## config.mk

```make
export PLATFORM = sky130hd
export DESIGN_NAME = axi4_lite_reg_master_flat
export DESIGN_NICKNAME = d
export VERILOG_FILES = /design/src/rtl/axi4_lite_reg_master_if.sv /design/src/rtl/axi4_lite_reg_master.sv /design/src/flat_wrapper.sv
export SDC_FILE = /design/constraint.sdc
export NUM_CORES = 1
export LEC_CHECK = 0
export ABC_CLOCK_PERIOD_IN_PS = 1750
export BUFFER_PORTS_ARGS = -buffer_cell sky130_fd_sc_hd__buf_2
export CAP_MARGIN = 25
export CORE_MARGIN = 2
export CORE_UTILIZATION = 43
export DETAILED_ROUTE_END_ITERATION = 16
export PLACE_DENSITY = 0.83
export SLEW_MARGIN = 25
export SYNTH_ARGS = -nofsm -noshare
export SYNTH_HDL_FRONTEND = slang
export SYNTH_SLANG_ARGS = --single-unit
```

## constraint.sdc

```tcl
create_clock -name clk -period 1.75 [get_ports clk]
set_input_delay 0 -clock clk [delete_from_list [all_inputs] [get_ports clk]]
set_output_delay 0 -clock clk [all_outputs]
set_load 0.01 [all_outputs]
```

## src/rtl/axi4_lite_reg_master_if.sv

```systemverilog
// AXI4-Lite bus bundle shared by the register master and its slaves.
interface ifc_axi4_lite #(
  parameter int ADDR_WIDTH = 32,
  parameter int DATA_WIDTH = 32
) ();
  logic [ADDR_WIDTH-1:0]   awaddr;
  logic [2:0]              awprot;
  logic                    awvalid;
  logic                    awready;
  logic [DATA_WIDTH-1:0]   wdata;
  logic [DATA_WIDTH/8-1:0] wstrb;
  logic                    wvalid;
  logic                    wready;
  logic [1:0]              bresp;
  logic                    bvalid;
  logic                    bready;
  logic [ADDR_WIDTH-1:0]   araddr;
  logic [2:0]              arprot;
  logic                    arvalid;
  logic                    arready;
  logic [DATA_WIDTH-1:0]   rdata;
  logic [1:0]              rresp;
  logic                    rvalid;
  logic                    rready;

  modport master (
    output awaddr, awprot, awvalid,
    input  awready,
    output wdata, wstrb, wvalid,
    input  wready,
    input  bresp, bvalid,
    output bready,
    output araddr, arprot, arvalid,
    input  arready,
    input  rdata, rresp, rvalid,
    output rready
  );

  modport slave (
    input  awaddr, awprot, awvalid,
    output awready,
    input  wdata, wstrb, wvalid,
    output wready,
    output bresp, bvalid,
    input  bready,
    input  araddr, arprot, arvalid,
    output arready,
    output rdata, rresp, rvalid,
    input  rready
  );
endinterface

```

## src/rtl/axi4_lite_reg_master.sv

```systemverilog
// Single-outstanding AXI4-Lite initiator behind a cmd/rsp handshake.
// Optional hung-slave watchdog: AXI4_LITE_MASTER_TIMEOUT_EN.
module axi4_lite_reg_master #(
  parameter int ADDR_WIDTH           = 32,
  parameter int AXI_DATA_WIDTH       = 32,
  parameter bit SAME_CYCLE_ADDR_DATA = 1'b1,
  parameter int TIMEOUT_CYCLES       = 1024
) (
  input  logic                        clk,
  input  logic                        rst_n,
  input  logic                        i_cmd_valid,
  output logic                        o_cmd_ready,
  input  logic                        i_cmd_write,
  input  logic [ADDR_WIDTH-1:0]       i_cmd_addr,
  input  logic [AXI_DATA_WIDTH-1:0]   i_cmd_wdata,
  input  logic [AXI_DATA_WIDTH/8-1:0] i_cmd_wstrb,
  output logic                        o_rsp_valid,
  input  logic                        i_rsp_ready,
  output logic [AXI_DATA_WIDTH-1:0]   o_rsp_rdata,
  output logic [1:0]                  o_rsp_resp,
  ifc_axi4_lite.master                if_axi
);
  localparam int SW = AXI_DATA_WIDTH / 8;

  typedef enum logic [2:0] {
    IDLE, WR_AW_W, WR_W, WR_B, RD_AR, RD_R, RSP
  } state_t;

  state_t state, state_nx;

  logic [ADDR_WIDTH-1:0]     addr_q;
  logic [AXI_DATA_WIDTH-1:0] wdata_q;
  logic [SW-1:0]             wstrb_q;
  logic [AXI_DATA_WIDTH-1:0] rdata_q;
  logic [1:0]                resp_q;
  logic                      w_done_q, w_done_nx;

  logic aw_v, w_v, ar_v, b_r, r_r;
  logic aw_hs, w_hs, b_hs, ar_hs, r_hs;
  logic any_hs, accept, rsp_hs, busy, tmo;

  assign aw_hs  = aw_v & if_axi.awready;
  assign w_hs   = w_v & if_axi.wready;
  assign b_hs   = b_r & if_axi.bvalid;
  assign ar_hs  = ar_v & if_axi.arready;
  assign r_hs   = r_r & if_axi.rvalid;
  assign any_hs = aw_hs | w_hs | b_hs | ar_hs | r_hs;
  assign busy   = (state != IDLE) && (state != RSP);

  assign o_cmd_ready = (state == IDLE);
  assign accept      = i_cmd_valid & o_cmd_ready;
  assign o_rsp_valid = (state == RSP) & rst_n;
  assign rsp_hs      = o_rsp_valid & i_rsp_ready;
  assign o_rsp_rdata = rdata_q;
  assign o_rsp_resp  = resp_q;

  // Valids come from registered state only; rst_n kills them at once.
  assign if_axi.awvalid = aw_v & rst_n;
  assign if_axi.wvalid  = w_v & rst_n;
  assign if_axi.arvalid = ar_v & rst_n;
  assign if_axi.bready  = b_r & rst_n;
  assign if_axi.rready  = r_r & rst_n;
  assign if_axi.awaddr  = addr_q;
  assign if_axi.araddr  = addr_q;
  assign if_axi.wdata   = wdata_q;
  assign if_axi.wstrb   = wstrb_q;
  assign if_axi.awprot  = 3'b000;
  assign if_axi.arprot  = 3'b000;

`ifdef AXI4_LITE_MASTER_TIMEOUT_EN
  localparam int TW = $clog2(TIMEOUT_CYCLES) + 1;
  logic [TW-1:0] cnt_q;

  always_ff @(posedge clk) begin
    if (!rst_n) begin
      cnt_q <= '0;
    end else if (!busy || any_hs) begin
      cnt_q <= '0;
    end else begin
      cnt_q <= cnt_q + 1'b1;
    end
  end

  // A handshake landing on the limit cycle wins over the abort.
  assign tmo = busy && !any_hs &&
               (cnt_q == TW'(TIMEOUT_CYCLES - 1));
`else
  logic unused_tmo;
  assign unused_tmo = ^TIMEOUT_CYCLES;
  assign tmo        = 1'b0;
`endif

  always_comb begin
    state_nx  = state;
    w_done_nx = w_done_q;
    aw_v      = 1'b0;
    w_v       = 1'b0;
    ar_v      = 1'b0;
    b_r       = 1'b0;
    r_r       = 1'b0;
    unique case (state)
      IDLE: begin
        if (accept) begin
          state_nx  = i_cmd_write ? WR_AW_W : RD_AR;
          w_done_nx = 1'b0;
        end
      end
      WR_AW_W: begin
        aw_v = 1'b1;
        w_v  = SAME_CYCLE_ADDR_DATA && !w_done_q;
        if (w_hs) w_done_nx = 1'b1;
        if (aw_hs) begin
          state_nx = (w_hs || w_done_q) ? WR_B : WR_W;
        end
      end
      WR_W: begin
        w_v = 1'b1;
        if (w_hs) state_nx = WR_B;
      end
      WR_B: begin
        b_r = 1'b1;
        if (b_hs) state_nx = RSP;
      end
      RD_AR: begin
        ar_v = 1'b1;
        if (ar_hs) state_nx = RD_R;
      end
      RD_R: begin
        r_r = 1'b1;
        if (r_hs) state_nx = RSP;
      end
      RSP: begin
        if (rsp_hs) state_nx = IDLE;
      end
      default: state_nx = IDLE;
    endcase
    if (tmo) state_nx = RSP;
  end

  always_ff @(posedge clk) begin
    if (!rst_n) begin
      state    <= IDLE;
      w_done_q <= 1'b0;
      addr_q   <= '0;
      wdata_q  <= '0;
      wstrb_q  <= '0;
      rdata_q  <= '0;
      resp_q   <= '0;
    end else begin
      state    <= state_nx;
      w_done_q <= w_done_nx;
      if (accept) begin
        addr_q  <= i_cmd_addr;
        wdata_q <= i_cmd_wdata;
        wstrb_q <= i_cmd_wstrb;
      end
      if (b_hs) begin
        rdata_q <= '0;
        resp_q  <= if_axi.bresp;
      end
      if (r_hs) begin
        rdata_q <= if_axi.rdata;
        resp_q  <= if_axi.rresp;
      end
      if (tmo) begin
        rdata_q <= '0;
        resp_q  <= 2'b11;
      end
    end
  end
endmodule

```

## src/flat_wrapper.sv

```systemverilog
// flat-port wrapper written by rule: the top's interface ports become plain ports
module axi4_lite_reg_master_flat 
#(
  parameter int ADDR_WIDTH           = 32,
  parameter int AXI_DATA_WIDTH       = 32,
  parameter bit SAME_CYCLE_ADDR_DATA = 1'b1,
  parameter int TIMEOUT_CYCLES       = 1024
)
  (clk, rst_n, i_cmd_valid, o_cmd_ready, i_cmd_write, i_cmd_addr, i_cmd_wdata, i_cmd_wstrb, o_rsp_valid, i_rsp_ready, o_rsp_rdata, o_rsp_resp, if_axi_awaddr, if_axi_awprot, if_axi_awvalid, if_axi_awready, if_axi_wdata, if_axi_wstrb, if_axi_wvalid, if_axi_wready, if_axi_bresp, if_axi_bvalid, if_axi_bready, if_axi_araddr, if_axi_arprot, if_axi_arvalid, if_axi_arready, if_axi_rdata, if_axi_rresp, if_axi_rvalid, if_axi_rready);
  ifc_axi4_lite #(.ADDR_WIDTH(ADDR_WIDTH), .DATA_WIDTH(32)) if_axi_i ();
  input  logic clk;
  input  logic rst_n;
  input  logic i_cmd_valid;
  output logic o_cmd_ready;
  input  logic i_cmd_write;
  input  logic [ADDR_WIDTH-1:0] i_cmd_addr;
  input  logic [AXI_DATA_WIDTH-1:0] i_cmd_wdata;
  input  logic [AXI_DATA_WIDTH/8-1:0] i_cmd_wstrb;
  output logic o_rsp_valid;
  input  logic i_rsp_ready;
  output logic [AXI_DATA_WIDTH-1:0] o_rsp_rdata;
  output logic [1:0] o_rsp_resp;
  output wire logic [$bits(if_axi_i.awaddr)-1:0] if_axi_awaddr;
  output wire logic [$bits(if_axi_i.awprot)-1:0] if_axi_awprot;
  output wire logic [$bits(if_axi_i.awvalid)-1:0] if_axi_awvalid;
  input wire logic [$bits(if_axi_i.awready)-1:0] if_axi_awready;
  output wire logic [$bits(if_axi_i.wdata)-1:0] if_axi_wdata;
  output wire logic [$bits(if_axi_i.wstrb)-1:0] if_axi_wstrb;
  output wire logic [$bits(if_axi_i.wvalid)-1:0] if_axi_wvalid;
  input wire logic [$bits(if_axi_i.wready)-1:0] if_axi_wready;
  input wire logic [$bits(if_axi_i.bresp)-1:0] if_axi_bresp;
  input wire logic [$bits(if_axi_i.bvalid)-1:0] if_axi_bvalid;
  output wire logic [$bits(if_axi_i.bready)-1:0] if_axi_bready;
  output wire logic [$bits(if_axi_i.araddr)-1:0] if_axi_araddr;
  output wire logic [$bits(if_axi_i.arprot)-1:0] if_axi_arprot;
  output wire logic [$bits(if_axi_i.arvalid)-1:0] if_axi_arvalid;
  input wire logic [$bits(if_axi_i.arready)-1:0] if_axi_arready;
  input wire logic [$bits(if_axi_i.rdata)-1:0] if_axi_rdata;
  input wire logic [$bits(if_axi_i.rresp)-1:0] if_axi_rresp;
  input wire logic [$bits(if_axi_i.rvalid)-1:0] if_axi_rvalid;
  output wire logic [$bits(if_axi_i.rready)-1:0] if_axi_rready;
  assign if_axi_awaddr = if_axi_i.awaddr;
  assign if_axi_awprot = if_axi_i.awprot;
  assign if_axi_awvalid = if_axi_i.awvalid;
  assign if_axi_i.awready = if_axi_awready;
  assign if_axi_wdata = if_axi_i.wdata;
  assign if_axi_wstrb = if_axi_i.wstrb;
  assign if_axi_wvalid = if_axi_i.wvalid;
  assign if_axi_i.wready = if_axi_wready;
  assign if_axi_i.bresp = if_axi_bresp;
  assign if_axi_i.bvalid = if_axi_bvalid;
  assign if_axi_bready = if_axi_i.bready;
  assign if_axi_araddr = if_axi_i.araddr;
  assign if_axi_arprot = if_axi_i.arprot;
  assign if_axi_arvalid = if_axi_i.arvalid;
  assign if_axi_i.arready = if_axi_arready;
  assign if_axi_i.rdata = if_axi_rdata;
  assign if_axi_i.rresp = if_axi_rresp;
  assign if_axi_i.rvalid = if_axi_rvalid;
  assign if_axi_rready = if_axi_i.rready;
  axi4_lite_reg_master #(.ADDR_WIDTH(ADDR_WIDTH), .AXI_DATA_WIDTH(AXI_DATA_WIDTH), .SAME_CYCLE_ADDR_DATA(SAME_CYCLE_ADDR_DATA), .TIMEOUT_CYCLES(TIMEOUT_CYCLES)) u_core (.clk(clk), .rst_n(rst_n), .i_cmd_valid(i_cmd_valid), .o_cmd_ready(o_cmd_ready), .i_cmd_write(i_cmd_write), .i_cmd_addr(i_cmd_addr), .i_cmd_wdata(i_cmd_wdata), .i_cmd_wstrb(i_cmd_wstrb), .o_rsp_valid(o_rsp_valid), .i_rsp_ready(i_rsp_ready), .o_rsp_rdata(o_rsp_rdata), .o_rsp_resp(o_rsp_resp), .if_axi(if_axi_i));
endmodule
```

==> results of run 1 <==
==> per-layer routing <==
layer / GRT usage / vias up / part of all wire
met3: 0.0793 / 54 / 0.091
met5: 0 / - / 0
met1: 0.265 / 2162 / 0.35
met2: 0.485 / 263 / 0.51
met4: 0.143 / 0 / 0.041
li1: - / 2262 / -
==> where the power goes <==
group | internal [µW] | switching [µW] | total, µW | leakage [µW]
Combinational | 1220 | 1660 | 2890 | 0.00221
Sequential | 2820 | 279 | 3100 | 0.000865
Clock | 688 | 888 | 1580 | 0.000104
==> worst max-delay path: cells and delay by family, from the launching register on <==
family           cells  cell delay (ns)
AO/OA/AOI/OAI        2             0.81
AND/OR/NAND/NOR      2             0.42
flip-flops           1             0.38
==> synth_stat cells (all sizes together) <==
master,n
and3,1
and2,1
inv,3
a22oi,32
mux2i,4
nor2,43
dfxtp,106
clkbuf,16
clkinv,1
and3b,2
o41ai,1
nand2,143
conb,1
a31o,1
or4,1
o311a,1
nand3,3
buf,59
o21ai,4
a211oi,2
nor2b,2
nor3,6
a31oi,2
nand2b,1
a32oi,2
a21oi,71
==> kinds of logic after synthesis <==
kind of cell | count (synthesis)
buf+inv | 79
other cells | 1
simple gates | 203
mux | 4
compound gates | 116
flops | 106
==> registers in the layout, indices dropped and copies added (netlist names) <==
signal / cells
u_core.if_axi.araddr: 32
u_core.if_axi.wdata: 32
u_core.o_rsp_rdata: 32
u_core.if_axi.wstrb: 4
u_core.state: 3
u_core.o_rsp_resp: 2
u_core.w_done_q: 1
==> per-stage QoR <==
stage	total power, µW	cells	hold WS (ns)	setup WS [ns]	cell area, µm²
after floorplan	4890	514	0.122	0.345	4180
after global placement	5650	833	0.239	0.0106	5280
after detailed placement	5760	833	0.245	0.0300	5280
after CTS	7510	955	0.00469	0.138	6550
after global routing	8000	956	0.0137	0.00421	6570
final	7560	956	0.0285	0.0706	6570
==> path summary, 6_finish.rpt <==
path,startpoint,endpoint,cells after the start
min,if_axi_rvalid,u_core.o_rsp_resp[1],3
max reg2reg,u_core.state[2],u_core.o_rsp_rdata[25],4
min reg2reg,u_core.if_axi.wdata[2],u_core.if_axi.wdata[2],2
max,u_core.state[2],u_core.o_rsp_rdata[25],4
==> what timing repair did <==
| item | CTS | global route |
|---|---|---|
| endpoints found under the setup margin | 1 | 15 |
| gates cloned | 0 | 1 |
| gates resized for setup | 1 | 2 |
| pin swaps | 0 | 1 |
| hold buffers | 106 | 0 |
| hold endpoints to repair | 106 | 0 |
==> final cells by class <==
| class | count | area [µm²] |
|---|---|---|
| inverter | 4 | 16.3 |
| sequential | 106 | 2130 |
| tap | 129 | 161 |
| timing repair buffer | 371 | 2470 |
| clock buffer | 9 | 124 |
| clock inverter | 7 | 82.6 |
| multi-input combinational | 330 | 1590 |
| fill | 672 | 2760 |
==> results by group, run 1 <==
Synthesis
  • Yosys top cell area share: 0.511
  • Post-synthesis adder-cell area fraction: 0
  • Unique masters post-synth: 32
  • Synth Register Bits: approximately 110
  • Post-synthesis cell area: 4160 µm²
  • Largest cells by area after synthesis: dfxtp_1 (51%), nand2_1 (13%), a21oi_1 (8.5%)
  • Synth Area per Inst: roughly 8.2 µm²
  • Post-synthesis mux area share: 0.00963
  • Leading area contributor after synthesis: dfxtp_1
  • Syn Inst Count: 509
  • Post-synthesis sequential area ratio: 0.511
  • Warnings, synthesis: 0
  • Simple-Gate Fraction of Synth Area: 0.194
  • Post-synthesis compound-gate area fraction: 0.167
  • Post-Synth XOR/XNOR Area: 0
  • Largest family of logic cells by synthesized area: simple AND/OR/NAND/NOR gates

Setup path
  • Crit path max fanout: 16
  • CP startpoint kind: flop
  • Crit end category: flop
  • Kind of critical path: reg -> reg
  • Data required, critical path: 2.05 ns
  • Crit path DAT: just under 2 ns
  • Crit-path cells: and3b_1 -> o21ai_2 -> a22oi_1 -> nor2_1
  • CP max stage delay: 0.64 ns
  • R2R setup slack: between 0.07 and 0.08 ns
  • Critical-path top delay cell: o21ai_2

Layout
  • Area grow syn2layout: 58.0%
  • Commonest non-fill, non-tap cells in the layout: buf_2 (254), nand2_1 (142), dlygate4sd3_1 (106), dfxtp_1 (105), a21oi_1 (71)
  • Commonest non-fill, non-tap cell in the layout: buf_2
  • # nets final: approximately 940
  • Fraction of layout instances using a drive strength above 1: 0.353
  • Layout Utilization: 0.704
  • Antenna Cells: 0

Placed design
  • Routability Congestion: roughly 0.8
  • Dpl hpwl: between 8000 and 9000 µm
  • Port Buffers: about 250

Drt
  • Vias: 4741
  • Drt total wl: between 10000 and 15000 µm
  • Drt first pass iters: 4
  • DR DRC count: 0
  • 1st-iter DRT viols: approximately 220
  • Final ANT Viol Nets: 0
  • Post-DR wirelength/cell: approximately 15 µm
  • Vias/cell: slightly below 5

STA
  • Crit share post-route: 0.960
  • Slew HR: 0.497
  • Final TNS setup: 0 ns
  • Slew Viols, Final: 0
  • Fmax: around 600 MHz
  • Measured slew at the worst slew-check pin: about 0.75 ns
  • Crit path time final: around 1.7 ns
  • Final setup vio count: 0
  • Clk_skew: roughly 0.021 ns
  • Hold Fails Final Rpt: 0
  • RSZ-0062 raised after global routing: no

Clock tree
  • CTS tree: built
  • CTS H-Tree Depth: 3
  • CTS Buf Count: 9
  • CTS clk-pin slew, worst paths: 0.12 ns
  • Post-CTS Repair Setup Buffers: 0
  • Clock Sinks: between 100 and 150
  • Clock latency on the worst-skew pair: ~0.37 ns
  • Clock tree root buffer cell: clkbuf_8
  • CTS Buffer Depth: 2

Floorplan
  • Initial core utilization: 0.446
  • Core Rows: 35
  • Die ar.: ~10000 µm²
  • Number of I/O pins: about 260
  • Die W: slightly above 100 µm
  • Core Region: between 9000 and 10000 µm²
  • Chip height: approximately 100 µm

Power
  • Pwr Density: 1150 nW/µm²
  • Worst VDD drop: about 630 µV
  • Leak: approximately 0.0032 µW

Outcome
  • Status: completed

GRT
  • Total track usage: 0.263
  • Total grt overflow: 0
  • Vias in the first global route: approximately 4700
  • Largest net degree at the start of global routing: between 50 and 60
  • First-pass GRT wire length: between 20000 and 25000 µm
  • Antenna violations before repair: 0

Hold path
  • Worst hold path type: in -> reg

Job
  • Maxcap violations: 0
Note: power is estimated with default switching activity, not from simulation.
==> inputs of run 2 (changes only) <==
ABC_AREA = 1   (was unset)
PLACE_DENSITY = 0.81   (was 0.83)
RECOVER_POWER = 25   (was unset)
==> run 2 against run 1 <==
Effect of this change: clock power hardly changed; flip-flop and latch count stayed put; area after synthesis is 4.5% higher; register-to-register slack better by 0.03 ns; critical path depth stayed put; critical path type is now reg -> out; critical endpoint is now o_cmd_ready.
==> results by group, run 2 <==
Floorplan
  • Number of I/O pins: ~260
  • Initial core utilization: 0.445
  • Core Rows: 36
  • Die W: about 100 µm
  • Chip height: ~100 µm
  • Die ar.: roughly 11000 µm²
  • Core Region: roughly 10000 µm²

Synthesis
  • Synth Register Bits: ~110
  • Post-synth EDFFs: 0
  • Warnings, synthesis: 0
  • Post-synth top cells: nand2_1 (159), dfxtp_1 (106), a21oi_1 (102)
  • Fraction of registers with async set/reset: 0
  • Post-synthesis sequential area ratio: 0.488
  • Synth Area per Inst: approximately 7.6 µm²
  • Leading area contributor after synthesis: dfxtp_1
  • Top FF cell, synth: dfxtp_1
  • Largest cells by area after synthesis: dfxtp_1 (49%), nand2_1 (14%), a21oi_1 (12%)
  • Syn Inst Count: between 500 and 600
  • Post-synthesis cell area: 4350 µm²
  • Unique masters post-synth: 21
  • Yosys top cell area share: 0.488
  • Most frequent cell after synthesis: nand2_1

Hold path
  • Worst hold path type: in -> reg
  • Hold path cells: 5

Clock tree
  • CTS Buffer Depth: 2
  • Clock tree root buffer cell: clkbuf_8
  • CTS clk-pin slew, worst paths: approximately 0.1 ns
  • Clock latency on the worst-skew pair: about 0.37 ns
  • CTS Buf Count: 9
  • CTS tree: built
  • CTS H-Tree Depth: 3
  • Clock Sinks: 106

Drt
  • Drt first pass iters: 5
  • Vias: about 5200
  • Drt total wl: approximately 16000 µm
  • Post-DR wirelength/cell: about 15 µm
  • DR DRC count: 0
  • Vias/cell: between 5 and 6
  • 1st-iter DRT viols: 390
  • Final ANT Viol Nets: 0

Layout
  • Area grow syn2layout: 53.2%
  • # nets final: roughly 1000
  • Fillers: 791
  • Commonest non-fill, non-tap cells in the layout: buf_2 (193), nand2_1 (158), dlygate4sd3_1 (105), dfxtp_1 (105), a21oi_1 (102)
  • Commonest non-fill, non-tap cell in the layout: buf_2
  • Non-Filler Instances: ~1000
  • Fraction of layout instances using a drive strength above 1: 0.264
  • Antenna Cells: 0

STA
  • Final TNS setup: 0 ns
  • Clk_skew: roughly 0.017 ns
  • Fmax: between 500 and 600 MHz
  • Crit share post-route: 0.960
  • Final setup vio count: 0
  • Measured slew at the worst slew-check pin: around 0.56 ns
  • Slew Viols, Final: 0
  • Crit path time final: about 1.7 ns
  • Slew HR: 0.625
  • RSZ-0062 raised after global routing: no
  • Hold Fails Final Rpt: 0

Setup path
  • Worst reg2reg path startpoint: u_core.state[1]
  • Data required, critical path: 1.75 ns
  • Worst r2r dst: u_core.if_axi.wdata[23]
  • CP endpoint: o_cmd_ready
  • Crit end category: primary output
  • CP startpoint kind: flop
  • Crit. Startpoint: u_core.state[1]
  • Cells on worst reg2reg path: 6
  • R2R setup slack: roughly 0.10 ns
  • Kind of critical path: reg -> out
  • Crit path max fanout: 32
  • Crit path DAT: approximately 1.7 ns

GRT
  • Total grt overflow: 0
  • Vias in the first global route: approximately 5000
  • Largest net degree at the start of global routing: 77
  • Total track usage: 0.273
  • First-pass GRT wire length: about 24000 µm
  • Antenna violations before repair: 0

Power
  • Pwr Density: between 1000 and 1500 nW/µm²
  • Leak: ~0.003 µW
  • Worst VDD drop: between 900 and 1000 µV

Placed design
  • Port Buffers: 254
  • Routability Congestion: approximately 0.90
  • Cell Count Post-Placement: ~900
  • Dpl hpwl: approximately 8500 µm

Job
  • Maxcap violations: 0

Outcome
  • Status: completed
==> run 2: cell count changes after synthesis, sizes merged, moves of 2 or more <==
| cell | previous run | this run |
|---|---|---|
| a211oi | 2 | 0 |
| a21oi | 71 | 102 |
| a22oi | 32 | 0 |
| a32oi | 2 | 0 |
| and3b | 2 | 0 |
| clkbuf | 16 | 21 |
| inv | 3 | 18 |
| mux2i | 4 | 0 |
| nand2 | 143 | 159 |
| nand3 | 3 | 80 |
| nand4 | 0 | 2 |
| nor2 | 43 | 18 |
| nor2b | 2 | 0 |
| nor3 | 6 | 2 |
==> run 2: routing by layer <==
metal | global-route usage | vias to the layer above | part of all wire
met5 | 0 | - | 0
met4 | 0.142 | 0 | 0.043
met3 | 0.0545 | 63 | 0.078
met2 | 0.483 | 318 | 0.50
met1 | 0.307 | 2388 | 0.38
li1 | - | 2449 | -
==> run 2: kinds of logic after synthesis <==
kind of cell | Yosys count | synth area share
other cells | 1 | 0.000863
buf+inv | 98 | 0.129
simple gates | 262 | 0.256
compound gates | 108 | 0.126
flops | 106 | 0.488
==> run 2: repair_timing <==
action / in CTS / in global routing
setup buffers: 0 / 2
setup endpoints to repair: 0 / 16
hold buffers: 105 / 0
gates resized for setup: 0 / 7
hold endpoints to repair: 104 / 0
==> run 2: layout make-up <==
type	instances	area [µm²]	area share
repair buffers	374	2400	0.361
inverters	18	71.3	0.0107
clock inverters	7	75.1	0.0113
multi-input cells	376	1690	0.254
clock buffers	9	124	0.0186
well taps	133	166	0.0250
flip-flops and latches	106	2120	0.319
==> run 2: where the power goes <==
group	internal [µW]	leakage, µW	switching, µW
Combinational	1330	0.00204	2020
Clock	676	0.000104	877
Sequential	2800	0.000864	288
==> run 2: worst min path at each step <==
stage,slack [ns],start,to
after floorplan,0.1,rst_n,u_core.o_rsp_resp[0]
after global placement,0.26,if_axi_rdata[26],u_core.o_rsp_rdata[26]
after detailed placement,0.26,if_axi_rdata[7],u_core.o_rsp_rdata[7]
after CTS,0.05,i_cmd_write,u_core.state[0]
after global routing,0.09,i_cmd_write,u_core.state[0]
final,0.07,i_cmd_write,u_core.state[0]
==> run 2: critical path, cell delays in order (launching register included) <==
cell and delay [ns]:
dfxtp_1 0.42, buf_4 0.20, nor3_4 0.28, buf_12 0.24, buf_2 0.17
==> run 2: per-stage QoR <==
stage               power [µW]   util  cell area, µm²  hold WS, ns  worst slack (ns)
finish                    8000  0.681            6660       0.0708            0.0703
global route              8460  0.681            6660       0.0875           0.00583
CTS                       7740  0.683            6680       0.0528           0.00492
detailed placement        6010  0.555            5430        0.257             0.163
global placement          5990  0.555            5430        0.256             0.221
floorplan                 5160      -            4360       0.0976             0.375
==> inputs of run 3 (changes only) <==
--- a/config.mk
+++ b/config.mk
@@ -8,10 +8,10 @@
 export ABC_AREA = 1
 export ABC_CLOCK_PERIOD_IN_PS = 1750
-export BUFFER_PORTS_ARGS = -buffer_cell sky130_fd_sc_hd__buf_2
 export CAP_MARGIN = 25
 export CORE_MARGIN = 2
-export CORE_UTILIZATION = 43
+export CORE_UTILIZATION = 30
 export DETAILED_ROUTE_END_ITERATION = 16
-export PLACE_DENSITY = 0.81
+export DONT_BUFFER_PORTS = 1
+export PLACE_DENSITY = 0.45
 export RECOVER_POWER = 25
 export SLEW_MARGIN = 25
==> constraint.sdc (replaced) <==
create_clock -name clk -period 1.75 [get_ports clk]
set_input_delay 0.35 -clock clk [delete_from_list [all_inputs] [get_ports clk]]
set_output_delay 0.35 -clock clk [all_outputs]
set_load 0.01 [all_outputs]
==> run 3 against run 2 <==
Effect of this change: global-route usage decreased by 12 points; highest routed layer unchanged; count of clock-buffer cells in the layout is 2 higher; critical endpoint is now if_axi_wvalid; largest cell class is now flip-flops and latches; first-iteration DRC count decreased by 51%; worst setup slack got worse by 0.036 ns; largest power group is now sequential cells; worst hold slack gained 0.034 ns; die area increased by 42%; sequential power rose by 10%; routed wire length is 23% lower; via count shrank 31%.
==> results by group, run 3 (same netlist as run 2, synthesis figures left out) <==
Outcome
  • Status: completed

Drt
  • Vias: 3616
  • 1st-iter DRT viols: a little under 200
  • Drt first pass iters: 6
  • Final ANT Viol Nets: 0
  • Vias/cell: 4.99
  • Drt total wl: around 12000 µm
  • DR DRC count: 0
  • Post-DR wirelength/cell: about 17 µm

GRT
  • Largest net degree at the start of global routing: 71
  • Vias in the first global route: 3401
  • Antenna violations before repair: 0
  • Total track usage: 0.151
  • Total grt overflow: 0
  • First-pass GRT wire length: between 15000 and 20000 µm

Layout
  • Fraction of layout instances using a drive strength above 1: 0.108
  • Antenna Cells: 0
  • Footprint of the multi-input gates: around 1700 µm²
  • Non-Filler Instances: just over 700
  • # nets final: about 650
  • Fillers: 1481
  • Layout Utilization: 0.340
  • Commonest non-fill, non-tap cell in the layout: nand2_1
  • Commonest non-fill, non-tap cells in the layout: nand2_1 (157), dfxtp_1 (103), a21oi_1 (102), nand3_1 (80), buf_4 (20)
  • Area grow syn2layout: 9.53%
  • Register area: between 2000 and 2500 µm²

Setup path
  • Crit path DAT: ~1.4 ns
  • Kind of critical path: reg -> out
  • CP max stage delay: about 0.38 ns
  • CP startpoint kind: flop
  • Crit-path cells: buf_6 -> nand3_1 -> o21ai_2 -> inv_1 -> nor2_1 -> buf_4
  • Critical-path top delay cell: dfxtp_4
  • Crit. Startpoint: u_core.state[1]
  • Delay-heaviest family, CP: flip-flops
  • CP Buf/Inv Count: 3
  • Data required, critical path: 1.40 ns
  • Worst reg2reg path startpoint: u_core.state[0]
  • CP Depth: 6
  • Crit end category: primary output
  • Crit path max fanout: 7
  • Cells on worst reg2reg path: 8

Power
  • Clk pwr share: 0.253
  • Power share of the sequential group: 0.418
  • Worst VDD drop: roughly 560 µV
  • NetSw: 2990 µW
  • Sw frac: 0.365
  • Cell-internal power: approximately 5200 µW
  • Leak: between 0.0015 and 0.002 µW
  • Combinational Power Share: 0.329
  • Pwr Density: between 1500 and 2000 nW/µm²

Floorplan
  • Number of I/O pins: 261
  • Die W: between 100 and 150 µm
  • Chip height: approximately 120 µm
  • Die ar.: around 15000 µm²
  • Core Region: approximately 14000 µm²
  • Initial core utilization: 0.311
  • Core Rows: 43

STA
  • Final hold slack: roughly 0.11 ns
  • Clk_skew: 0.00829 ns
  • Final setup vio count: 0
  • RSZ-0062 raised after global routing: yes
  • Hold Fails Final Rpt: 0
  • Crit share post-route: 0.980
  • Crit path time final: between 1.5 and 2 ns
  • Slew Viols, Final: 0
  • Fmax: approximately 580 MHz

Clock tree
  • CTS Buf Count: 9
  • Clock Sinks: 106
  • CTS H-Tree Depth: 3
  • CTS Buffer Depth: 2
  • CTS tree: built
  • Clock tree root buffer cell: clkbuf_16
  • CTS clk-pin slew, worst paths: about 0.07 ns
  • Clock latency on the worst-skew pair: roughly 0.35 ns

Hold path
  • Hold path cells: 2
  • Worst Hold Launch: rst_n
  • Worst hold path type: in -> reg

Placed design
  • Routability Congestion: around 0.8
  • Dpl hpwl: around 8200 µm
  • Cell Count Post-Placement: between 700 and 800
  • Port Buffers: 0

Job
  • Maxcap violations: 0
[run 3: changes by cell type in the layout (fill, tap and decap cells not counted), sizes merged]
cell	previous run	this run
buf	207	27
bufbuf	0	2
clkbuf	71	11
clkinv	4	3
clkinvlp	0	1
dlygate4sd3	105	0
inv	20	17
[run 3: metal layers]
layer | wire (µm) | track usage
met5 | 0 | 0
met4 | 201 | 0.0522
met3 | 1120 | 0.0631
met2 | 6050 | 0.262
met1 | 4770 | 0.165
[run 3: power groups by stage]
stage                     Clock [µW]  Combinational [µW]  Sequential, µW
after global placement             0                2070            3450
after CTS                       2150                2650            3410
after detailed placement           0                2110            3450
after floorplan                    0                1920            3240
final                           2070                2690            3410
after global routing            2230                2970            3460
[run 3: worst paths after layout]
check,end,slack [ns]
hold reg to reg,u_core.if_axi.wdata[8],0.51
setup / recovery,if_axi_wvalid,0.03
setup reg to reg,u_core.if_axi.wstrb[2],0.14
hold / removal,u_core.o_rsp_resp[1],0.11
[run 3: area by class of cell]
type | count | area share
inverters | 18 | 0.0150
multi-input cells | 376 | 0.357
repair buffers | 29 | 0.0691
clock inverters | 4 | 0.0108
well taps | 180 | 0.0473
flip-flops and latches | 106 | 0.448
clock buffers | 11 | 0.0531
[run 3: timing repair]
action | CTS | global route
pin swaps | 2 | 3
setup endpoints to repair | 5 | 14
buffers inserted | 4 | 2
gates resized for setup | 10 | 4
gates cloned | 2 | 0
hold buffers | 0 | 0
[run 3: stage by stage]
| step | setup WS, ns | instance area [µm²] | total power, µW | TNS, ns |
|---|---|---|---|---|
| final | 0.0346 | 4760 | 8170 | 0 |
| after global routing | -0.0538 | 4760 | 8670 | -0.0617 |
| after CTS | 0.0119 | 4730 | 8210 | 0 |
| after detailed placement | 0.195 | 4310 | 5560 | 0 |
| after global placement | 0.240 | 4310 | 5520 | 0 |
| after floorplan | 0.313 | 4360 | 5160 | 0 |
[run 3: worst reg2reg max path, cell delays in order (launching register included)]
cell and delay [ns]:
dfxtp_2 0.33, buf_4 0.16, nor3_4 0.21, buf_12 0.13, buf_4 0.17, nand2_2 0.09, buf_12 0.20, nand2_1 0.13
a21oi_1 0.06
